### src/rtl/seg_595_rx.sv
// Receiver for a 74HC595 serial display bus: oversamples shcp/stcp/ds on sys_clk,
// rebuilds the storage register, and keeps a per-digit copy of the last valid segment code.
module seg_595_rx #(
    parameter int FRAME_W   = 14,
    parameter int DIGIT_NUM = 6,
    parameter int IDLE_TO   = 1000
) (
    input  logic                     sys_clk,
    input  logic                     sys_rst_n,
    input  logic                     shcp,
    input  logic                     stcp,
    input  logic                     ds,
    output logic [7:0]               seg_out,
    output logic [DIGIT_NUM-1:0]     sel_out,
    output logic [8*DIGIT_NUM-1:0]   disp_seg,
    output logic [DIGIT_NUM-1:0]     digit_upd,
    output logic                     frame_valid,
    output logic                     frame_err
);

    localparam int IDLE_W = $clog2(IDLE_TO + 1);

    function automatic logic is_onehot(input logic [DIGIT_NUM-1:0] v);
        int n;
        n = 0;
        for (int i = 0; i < DIGIT_NUM; i++) begin
            if (v[i]) n++;
        end
        return (n == 1);
    endfunction

    function automatic logic [3:0] sat_inc(input logic [3:0] v);
        return (v == 4'd15) ? 4'd15 : v + 4'd1;
    endfunction

    logic shcp_p0, shcp_p1, shcp_p2;
    logic stcp_p0, stcp_p1, stcp_p2;
    logic ds_p0, ds_p1;

    logic [FRAME_W-1:0]   sreg;
    logic [3:0]           bit_cnt;
    logic [IDLE_W-1:0]    idle_cnt;

    logic                 shcp_rise, stcp_rise, idle_hit, frame_ok;
    logic [FRAME_W-1:0]   sreg_nxt;
    logic [3:0]           cnt_nxt;
    logic [7:0]           seg_nxt;
    logic [DIGIT_NUM-1:0] sel_nxt;

    // Stage p0/p1: two-flop synchronisers; p2: history for rise detection
    always_ff @(posedge sys_clk or negedge sys_rst_n) begin
        if (!sys_rst_n) begin
            shcp_p0 <= 1'b0;
            shcp_p1 <= 1'b0;
            shcp_p2 <= 1'b0;
            stcp_p0 <= 1'b0;
            stcp_p1 <= 1'b0;
            stcp_p2 <= 1'b0;
            ds_p0   <= 1'b0;
            ds_p1   <= 1'b0;
        end else begin
            shcp_p0 <= shcp;
            shcp_p1 <= shcp_p0;
            shcp_p2 <= shcp_p1;
            stcp_p0 <= stcp;
            stcp_p1 <= stcp_p0;
            stcp_p2 <= stcp_p1;
            ds_p0   <= ds;
            ds_p1   <= ds_p0;
        end
    end

    // A coincident latch sees the shift that happens on the same edge
    always_comb begin
        shcp_rise = shcp_p1 & ~shcp_p2;
        stcp_rise = stcp_p1 & ~stcp_p2;
        idle_hit  = (idle_cnt == IDLE_W'(IDLE_TO));
        sreg_nxt  = shcp_rise ? {sreg[FRAME_W-2:0], ds_p1} : sreg;
        cnt_nxt   = shcp_rise ? sat_inc(bit_cnt) : bit_cnt;
        seg_nxt   = sreg_nxt[FRAME_W-1 -: 8];
        sel_nxt   = sreg_nxt[DIGIT_NUM-1:0];
        frame_ok  = (cnt_nxt == 4'(FRAME_W)) && is_onehot(sel_nxt);
    end

    always_ff @(posedge sys_clk or negedge sys_rst_n) begin
        if (!sys_rst_n) begin
            sreg     <= '0;
            bit_cnt  <= 4'd0;
            idle_cnt <= '0;
        end else begin
            sreg <= sreg_nxt;
            if (stcp_rise)
                bit_cnt <= 4'd0;
            else if (shcp_rise)
                bit_cnt <= cnt_nxt;
            else if (idle_hit)
                bit_cnt <= 4'd0;
            if (shcp_rise || stcp_rise)
                idle_cnt <= '0;
            else if (!idle_hit)
                idle_cnt <= idle_cnt + IDLE_W'(1);
        end
    end

    // Storage register and digit table update on the latch edge
    always_ff @(posedge sys_clk or negedge sys_rst_n) begin
        if (!sys_rst_n) begin
            seg_out     <= 8'hFF;
            sel_out     <= '0;
            disp_seg    <= {DIGIT_NUM{8'hFF}};
            digit_upd   <= '0;
            frame_valid <= 1'b0;
            frame_err   <= 1'b0;
        end else begin
            digit_upd   <= '0;
            frame_valid <= 1'b0;
            frame_err   <= 1'b0;
            if (stcp_rise) begin
                seg_out     <= seg_nxt;
                sel_out     <= sel_nxt;
                frame_valid <= frame_ok;
                frame_err   <= ~frame_ok;
                if (frame_ok) begin
                    for (int n = 0; n < DIGIT_NUM; n++) begin
                        if (sel_nxt[n]) begin
                            disp_seg[8*n +: 8] <= seg_nxt;
                            digit_upd[n]       <= 1'b1;
                        end
                    end
                end
            end
        end
    end

endmodule
### config.mk
export PLATFORM = sky130hd
export DESIGN_NAME = seg_595_rx
export DESIGN_NICKNAME = d
export VERILOG_FILES = /design/src/rtl/seg_595_rx.sv
export SDC_FILE = /design/constraint.sdc
export NUM_CORES = 1
export LEC_CHECK = 0
export ABC_AREA = 1
export CAP_MARGIN = 25
export CORE_ASPECT_RATIO = 1.25
export CORE_UTILIZATION = 40
export CTS_CLUSTER_DIAMETER = 100
export CTS_CLUSTER_SIZE = 16
export DETAILED_ROUTE_END_ITERATION = 10
export PLACE_DENSITY = 0.64
export SLEW_MARGIN = 10
export SYNTH_ARGS = -nofsm -noshare
export SYNTH_HDL_FRONTEND = slang
export SYNTH_SLANG_ARGS = --single-unit
### constraint.sdc
create_clock -name sys_clk -period 6.8 [get_ports sys_clk]
set_input_delay 1.36 -clock sys_clk [delete_from_list [all_inputs] [get_ports sys_clk]]
set_output_delay 1.36 -clock sys_clk [all_outputs]
set_load 0.01 [all_outputs]
# Word level (Yosys, flattened, before mapping)
# Cells that the tools add are included.
# word_totals
ff_bits	106
input_bits	5
out_inout_bits	70
elab_cells	72
# op_classes
n_addsub	7
eq_ne	5
n_mux	24
bitwise	5
n_reduce_logical	9
# op_table
op	count
adder 32 x 2 -> 32 bit (second input constant)	5
2-to-1 mux 32 bit	5
equality test 32 x 2 -> 1 bit (second input constant)	1
2-to-1 mux 10 bit	2
2-to-1 mux 4 bit	5
AND reduction 3 bit	6
2-to-1 mux 14 bit	1
2-to-1 mux 6 bit	2
adder 10 x 1 -> 10 bit (second input constant)	1
equality test 10 bit (second input constant)	1
2-to-1 mux 1 bit	9
equality test 4 bit (second input constant)	2
adder 4 x 1 -> 4 bit (second input constant)	1
inverter 1 bit	3
nonzero test 3 bit	1
bitwise AND 1 bit	2
!= test 2 x 1 -> 1 bit (second input constant)	1
logical AND 1 bit	1
logical OR 1 bit	1

# Logic depth before layout (Yosys ltp)
# Gate-level depths: netlist of run 1.
# depth
depth_word	18
mapped_depth	28
depth_no_buf	27

# Worst setup path after synthesis of run 1
# OpenSTA, ideal clock, no wires.
# synth_path
path_kind	flip-flop to flip-flop
startpoint	register shcp_p1
endpoint	register frame_err
setup_ps	114
arrival_time_ps	3215
required_ps	6686
path_slack_ps	3471
path_stages_with_launch	27
n_path_buf	2
period_less_slack_ps	3329
cell_sequence	dfrtp_1 nand2_4 buf_6 nand2_1 o21ai_2 nand3_1 nand2_1 inv_1 ha_1 nand2_1 nand2_1 ha_1 or2_2 nand2_1 inv_1 ha_1 inv_1 nor2_1 nand3_2 nand2_1 nor2_1 nand2_1 a21oi_2 buf_4 nand2_1 nand2_1 inv_1
# synth_via
elab_cells_between_ends	19
classes_between	5 x add/sub; 2 x eq/ne; 9 x mux; 2 x bitwise; 1 x reduce/logical
# synth_lines
item	line	text
start, declared	36	logic shcp_p0, shcp_p1, shcp_p2;
start signal, assigned	63	shcp_p1 <= shcp_p0;
bitwise AND 1 bit *	75	shcp_rise = shcp_p1 & ~shcp_p2;
2-to-1 mux 14 bit *	78	sreg_nxt = shcp_rise ? {sreg[FRAME_W-2:0], ds_p1} : sreg;
via sreg_nxt[2]	45	logic [FRAME_W-1:0] sreg_nxt;
2-to-1 mux 32 bit *	27	if (v[i]) n++;
adder 32 x 2 -> 32 bit	27	
2-to-1 mux 32 bit *	27	
adder 32 x 2 -> 32 bit	27	
2-to-1 mux 32 bit *	27	
adder 32 x 2 -> 32 bit	27	
2-to-1 mux 32 bit *	27	
equality test 32 x 2 -> 1 bit *	29	return (n == 1);
logical AND 1 bit *	82	frame_ok = (cnt_nxt == 4'(FRAME_W)) && is_onehot(sel_nxt);
inverter 1 bit *	122	frame_err <= ~frame_ok;
2-to-1 mux 1 bit *	118	if (stcp_rise) begin
end signal, assigned	122	
end, declared	18	output logic frame_err
# The timed path passes the listed nets; every way through them passes the cells marked *.
# A chain may end at the register's enable or synchronous reset.

# Worst setup path after layout of run 1
# layout_path
startpoint	register shcp_p1
endpoint	register disp_seg[24]
# layout_via
elab_cells_between_ends	18
classes_between	5 x add/sub; 2 x eq/ne; 8 x mux; 1 x bitwise; 2 x reduce/logical
# layout_lines
item	line	text
bitwise AND 1 bit *	75	
2-to-1 mux 14 bit *	78	
via sreg_nxt[1]	45	
2-to-1 mux 32 bit *	27	
adder 32 x 2 -> 32 bit	27	
2-to-1 mux 32 bit *	27	
adder 32 x 2 -> 32 bit	27	
2-to-1 mux 32 bit *	27	
adder 32 x 2 -> 32 bit	27	
2-to-1 mux 32 bit *	27	
adder 32 x 2 -> 32 bit	27	
2-to-1 mux 32 bit *	27	
equality test 32 x 2 -> 1 bit *	29	
logical AND 1 bit *	82	
AND reduction 3 bit (no line) *	--	
end signal, assigned	110	disp_seg <= {DIGIT_NUM{8'hFF}};
end signal, assigned by index	126	disp_seg[8*n +: 8] <= seg_nxt;
end, declared	15	output logic [8*DIGIT_NUM-1:0] disp_seg,
# Marked as above.

==> metrics.md, run 1 <==
| Metric | Value |
|---|---|
| Synth warnings | 0 |
| Skew final | 0.00806 ns |
| Synthesized area | 0.00470 mm2 |
| Clk sinks | 106 |
| Leakage power | 2.81 nW |
| Die Area | 0.0122 mm2 |
| Hold WC Path Type | reg -> reg |
| F_max | 239 MHz |
| Cts hold-fix bufs | 0 |
| Port Buffers | 74 |
| DRC Markers | 0 |
| Fillcell total | 1028 |
| Critical path class | reg -> reg |
| CTS Buf Count | 9 |
| Arr. time, crit path | 4.46 ns |
| Share of post-route cells with drive strength above 1 | 0.164 |
| Total of max-cap violations | 0 |
| Crit path max-delay family | simple AND/OR/NAND/NOR gates |
| Mapped Nets | 532 |
| Num rows | 43 |
| CTS root buf | clkbuf_16 |
| Congestion Overflow GR | 0 |
| Tot GR Track Use | 0.193 |
| DRT iter0 DRCs | 208 |
| Max-slew headroom | 0.404 |
| Status | completed |
| Drt pass-1 iters | 4 |
| Mapped Avg Cell Area | 9.03 um2 |
| Post-CTS setup buffers | 0 |
| Netlist cell types | 36 |
| Crit. End Element | flop |
| Worst VDD drop | 0.000107 V |
| Critical path peak fanout | 28 |
| Tightest Pin Transition | 0.888 ns |
| RePlAce Congestion | 0.824 |
| RSZ-0062 raised after global routing | false |
| CTS H-Tree Depth | 3 |
| CP max stage delay | 0.53 ns |
| Initial Utilization | 0.416 |
| Die Ht | 123 um |
| Period utilisation layout | 0.614 |
| Hold_ws | 0.356 ns |
| # setup viols final | 0 |
| Detailed Place HPWL | 7380 um |
| Asr flop ratio synth | 1.00 |
| Area grow syn2layout | 24.4% |
| Number of global-route vias before repair | 3766 |
| CP dominant cell by count | nand2_1 |
| Crit path time final | 4.18 ns |
| Final Max Tran Viols | 0 |
| CP Launch Type | flop |
| Register area share after synthesis | 0.579 |
| Largest net degree at the start of global routing | 66 |
| Global-route wire length before repair | 18400 um |
| Slowest CP cell | a21oi_4 |
| TNS Setup | 0 ns |
| Pwr dens | 253 mW/mm2 |
| #FFs+latches synth | 106 |
| Final ANT Viol Nets | 0 |
| Die Wd | 99.0 um |
| Routed len/inst | 15.1 um |
| Syn Inst Count | 521 |
| Worst Path Required | 7.09 ns |
| Initial antenna violation count | 0 |
| Ant. Diodes | 0 |
| WL final | 11000 um |
| IO Count | 75 |
| Final hold violation count | 0 |
| CTS tree | yes |
| Bufs and invs on worst path | 4 |
| Most used DFF post-synth | dfstp_2 |
| Worst skew pair latency | 0.35 ns |
| Vias per cell | 5.17 |
| Vias | 3791 |
| EDFF count, synth | 0 |
| Final nets | 604 |
| Clk pin slew, worst setup/hold paths | 0.07 ns |
| Core Util, Final | 0.518 |
| Core Region | 0.0113 mm2 |
| Post-CTS Resized | 0 |
| CTS Buffer Depth | 2 |
[worst reg2reg max path, cell delays in order, from the launching register on]
cell	delay (ns)
dfrtp_1	0.45
nand2_4	0.29
nand2_1	0.11
nand2_1	0.09
nand2_1	0.10
nand2_1	0.10
nand2_1	0.09
nand2_1	0.09
inv_1	0.05
ha_1	0.29
nand2_1	0.10
nand2_1	0.06
ha_1	0.25
or2_2	0.29
nand2_1	0.08
inv_1	0.04
ha_1	0.16
inv_1	0.07
nor2_1	0.07
nand3_2	0.10
nand2_1	0.05
nor2_1	0.09
nand2_1	0.10
a21oi_4	0.53
buf_16	0.24
nand4_1	0.10
nand2_1	0.11
[layout make-up]
class	count	area, um2	share of cell area
inverter	48	180	0.0308
clock inverter	7	60.1	0.0103
clock buffer	9	225	0.0385
multi-input combinational	352	1720	0.294
timing repair buffer	76	773	0.132
sequential	106	2720	0.465
tap	135	169	0.0289
[per-layer routing]
layer / global-route usage / up-vias / routed length [um]
met2: 0.326 / 86 / 5560
met3: 0.0254 / 15 / 447
li1: - / 1860 / -
met4: 0.0896 / 0 / 214
met5: 0 / - / 0
met1: 0.249 / 1830 / 4810
[final timing paths]
path                           start            to  slack (ns)  depth (start not counted)
max                          shcp_p1  disp_seg[24]        2.62                         26
min                            ds_p0         ds_p1        0.36                          0
max reg2reg                  shcp_p1  disp_seg[24]        2.62                         26
min reg2reg                    ds_p0         ds_p1        0.36                          0
max in group asynchronous  sys_rst_n  digit_upd[0]        4.60                          2
min in group asynchronous  sys_rst_n   idle_cnt[4]        0.98                          1
[kinds of logic after synthesis]
kind of cell | count (synthesis) | share of synthesized area
adders and majority gates | 6 | 0.0160
DFF | 106 | 0.579
AOI/OAI and AO/OA | 38 | 0.0505
buffers and inverters | 63 | 0.0572
and+or+nand+nor | 306 | 0.294
xor gates and xnor gates | 2 | 0.00373
[cells in the mapped netlist, types with 5 or more instances]
cell type / count / area [um2]
buf_4: 5 / 37.5
a31oi_1: 6 / 37.5
dfrtp_1: 50 / 1250
buf_2: 5 / 25.0
nand2_1: 183 / 687
nand4_1: 42 / 263
o21ai_1: 5 / 25.0
nor2_1: 31 / 116
dfstp_2: 56 / 1470
nand3_1: 29 / 145
o21ai_0: 13 / 65.1
nor3_1: 6 / 30.0
ha_1: 6 / 75.1
nand4_2: 5 / 62.6
inv_1: 42 / 158
o21ai_2: 5 / 43.8
[metrics by stage]
stage | worst slack (ns) | cells | total power [mW] | area [um2]
after global routing | 2.14 | 733 | 1.56 | 5850
after detailed placement | 2.65 | 717 | 0.991 | 5560
final | 2.62 | 733 | 1.48 | 5850
after global placement | 2.56 | 716 | 0.981 | 5540
after floorplan | 3.47 | 521 | 0.891 | 4700
after CTS | 2.59 | 733 | 1.50 | 5850
[report_power, final]
| part | internal, mW | switching, mW |
|---|---|---|
| clock | 0.255 | 0.246 |
| combinational | 0.0839 | 0.196 |
| sequential | 0.678 | 0.0223 |
[cells in the final DEF (no fill, tap or decap), drive strengths merged]
cell type	instances
dfstp	56
nand3	30
nand2	187
inv	49
ha	6
dfrtp	50
a31oi	6
a21oi	5
nor3b	1
o21ai	24
nor2	32
o21bai	1
o22ai	1
clkdlybuf4s50	73
and3	1
clkbuf	9
o31ai	1
nor4	1
nor3	6
clkinv	6
buf	3
xor2	1
or2	1
xnor2	1
nand4	47
[flip-flops by register name, indices dropped and copies added, names as in the netlist, 4 cells and up]
name,count
bit_cnt,4
digit_upd,6
disp_seg,48
idle_cnt,10
seg_out,8
sel_out,6
sreg,14
Note: power is estimated with default switching activity, not from simulation.
==> run 2: changes to the inputs <==
==> constraint.sdc (replaced) <==
create_clock -name sys_clk -period 4.3 [get_ports sys_clk]
set_input_delay 0.86 -clock sys_clk [delete_from_list [all_inputs] [get_ports sys_clk]]
set_output_delay 0.86 -clock sys_clk [all_outputs]
set_load 0.01 [all_outputs]
==> metrics.md, run 2 (synthesis gave the netlist of run 1 again) <==
| Metric | Value |
|---|---|
| Status | completed |
| Area grow syn2layout | 25.7% |
| Finished Layout Cells | 737 (+0.55%) |
| IO Count | 75 (unchanged) |
| DP Cell Count | 720 (+0.42%) |
| Slowest CP cell | dfrtp_1 |
| Worst Path Required | 4.54 ns (-2.55 ns) |
| Biggest register | disp_seg |
| Core Region | 0.0113 mm2 (unchanged) |
| Pwr dens | 404 mW/mm2 (+60%) |
| Cell-internal power | 1.66 mW (+63%) |
| Largest net degree at the start of global routing | 84 (+27%) |
| Period utilisation layout | 0.885 (+0.271) |
| Skew final | 0.0131 ns (+0.00509 ns) |
| Vias per cell | 5.12 (-0.96%) |
| CP max stage delay | 0.37 ns (-0.16 ns) |
| Share of post-route cells with drive strength above 1 | 0.169 (+0.00556) |
| Vias | 3775 (-0.42%) |
| Fillcell total | 1031 (+0.29%) |
| Die Ht | 123 um (unchanged) |
| Port Buffers | 74 (unchanged) |
| Seq pwr share | 0.464 (-0.009) |
| Multi-input logic area | 0.00173 mm2 (+0.51%) |
| Drt pass-1 iters | 4 (unchanged) |
| Core Util, Final | 0.523 (+0.00554) |
| Die Area | 0.0122 mm2 (unchanged) |
| Routed len/inst | 14.8 um (-1.6%) |
| DRC Markers | 0 (unchanged) |
| Crit. End Element | flop |
| Max reg flops | 48 (unchanged) |
| Number of global-route vias before repair | 3834 (+1.8%) |
| Critical path peak fanout | 31 (+11%) |
| Congestion Overflow GR | 0 (unchanged) |
| CTS root buf | clkbuf_16 |
| Crit path time final | 3.81 ns (-0.370 ns) |
| Clk pin slew, worst setup/hold paths | 0.07 ns (about the same) |
| Tot GR Track Use | 0.194 (+0.000404) |
| Hold WC Path Type | reg -> reg |
| CP dominant cell by count | nand2_1 |
| WL final | 10900 um (-1.1%) |
| Critical path class | reg -> reg |
| Worst skew pair latency | 0.35 ns (about the same) |
| Net switching power | 0.725 mW (+56%) |
| Ant. Diodes | 0 (unchanged) |
| Clk sinks | 106 (unchanged) |
| Final hold violation count | 0 (unchanged) |
| Cts hold-fix bufs | 0 (unchanged) |
| Final ANT Viol Nets | 0 (unchanged) |
| Hold_ws | 0.350 ns (-0.00596 ns) |
| CTS H-Tree Depth | 3 (unchanged) |
| F_max | 263 MHz (+9.7%) |
| RePlAce Congestion | 0.822 (-0.28%) |
| Total of max-cap violations | 0 (unchanged) |
| RSZ-0062 raised after global routing | false |
| Tightest Pin Transition | 1.04 ns (+0.148 ns) |
| CP Launch Type | flop |
| Arr. time, crit path | 4.05 ns (-0.41 ns) |
| Max-slew headroom | 0.304 (-0.0996) |
| FF/Latch Area | 0.00272 mm2 (unchanged) |
| Comb power frac | 0.190 (about the same) |
| Global-route wire length before repair | 18400 um (about the same) |
| Detailed Place HPWL | 7280 um (-1.4%) |
| Final Max Tran Viols | 0 (unchanged) |
| Clock share of power | 0.346 (+0.008) |
| Die Wd | 99.0 um (unchanged) |
| Leakage power | 2.83 nW (+0.77%) |
| Final nets | 608 (+0.66%) |
| Worst VDD drop | 0.000195 V (+82%) |
| DRT iter0 DRCs | 198 (-4.8%) |
| CTS Buffer Depth | 2 (unchanged) |
| Initial Utilization | 0.416 (unchanged) |
| CTS tree | yes |
| # setup viols final | 0 (unchanged) |
| CTS Buf Count | 9 (unchanged) |
| Largest regs | disp_seg: 48 flops, sreg: 14 flops, idle_cnt: 10 flops |
| TNS Setup | 0 ns (unchanged) |
| Post-CTS Resized | 0 (unchanged) |
| Initial antenna violation count | 0 (unchanged) |
| Num rows | 43 (unchanged) |
| Commonest cells after routing, fill and taps aside | nand2_1 (183), clkdlybuf4s50_1 (73), dfstp_2 (56) |
| Sw Ratio | 0.304 (-0.00955) |
| Most common cell after layout, fill and taps aside | nand2_1 |
| Post-CTS setup buffers | 0 (unchanged) |
==> run 2: cell types whose count changed in the layout (fill, tap and decap cells not counted) <==
cell	change
buf_4	+3
buf_6	+1
clkbuf_16	+1
clkbuf_8	+1
clkinv_2	-1
clkinv_4	-2
clkinvlp_4	+2
inv_8	-1
nand2_4	-1
nand2_8	+1
==> run 2: stage by stage <==
stage	setup slack (ns)	power, mW	instance area, um2
6_report	0.494	2.39	5910
4_1_cts	0.422	2.41	5870
3_5_place_dp	0.440	1.57	5570
3_3_place_gp	0.579	1.56	5570
5_1_grt	0.0264	2.52	5910
2_1_floorplan	0.971	1.41	4700
==> run 2: critical path: cells and delay by family, from the launching register on <==
kind / cells / cell delay (ns)
adders and majority gates: 3 / 0.65
AOI/OAI and AO/OA: 1 / 0.14
DFF: 1 / 0.37
buffers and inverters: 6 / 0.65
and+or+nand+nor: 18 / 1.89
==> run 2: layout make-up <==
| type | count | area share |
|---|---|---|
| Sequential cell | 106 | 0.461 |
| Inverter | 48 | 0.0305 |
| Multi-Input combinational cell | 352 | 0.292 |
| Clock buffer | 11 | 0.0447 |
| Clock inverter | 5 | 0.00698 |
| Timing Repair Buffer | 80 | 0.137 |
| Tap cell | 135 | 0.0286 |
==> run 2: path summary, 6_finish.rpt <==
kind,start,end,slack (ns),cells past startpoint
worst min register to register,shcp_p0,shcp_p1,0.35,0
min in group asynchronous,sys_rst_n,idle_cnt[2],0.37,1
worst min-delay path,shcp_p0,shcp_p1,0.35,0
worst max register to register,shcp_p2,frame_err,0.49,28
worst max-delay path,shcp_p2,frame_err,0.49,28
max in group asynchronous,sys_rst_n,disp_seg[13],2.93,3
==> run 2: power by group through the flow <==
stage                     Clock (mW)  Sequential [mW]  Combinational (mW)
after floorplan                    0             1.13               0.275
after detailed placement           0             1.13               0.447
final                          0.827             1.11               0.453
after global placement             0             1.12               0.437
after global routing           0.886             1.12               0.513
after CTS                      0.851             1.11               0.449
==> run 2: metal layers <==
| metal | GRT usage | wire length [um] |
|---|---|---|
| met1 | 0.260 | 4900 |
| met2 | 0.307 | 5140 |
| met3 | 0.0300 | 572 |
| met4 | 0.0979 | 303 |
| met5 | 0 | 0 |
==> run 3: changes to the inputs <==
--- a/config.mk
+++ b/config.mk
@@ -6,6 +6,7 @@
 export NUM_CORES = 1
 export LEC_CHECK = 0
 export ABC_AREA = 1
+export ABC_CLOCK_PERIOD_IN_PS = 4300
 export CAP_MARGIN = 25
 export CORE_ASPECT_RATIO = 1.25
 export CORE_UTILIZATION = 40
==> results of run 3 <==
No change in the layout: final DEF, timing and power equal those of run 2.
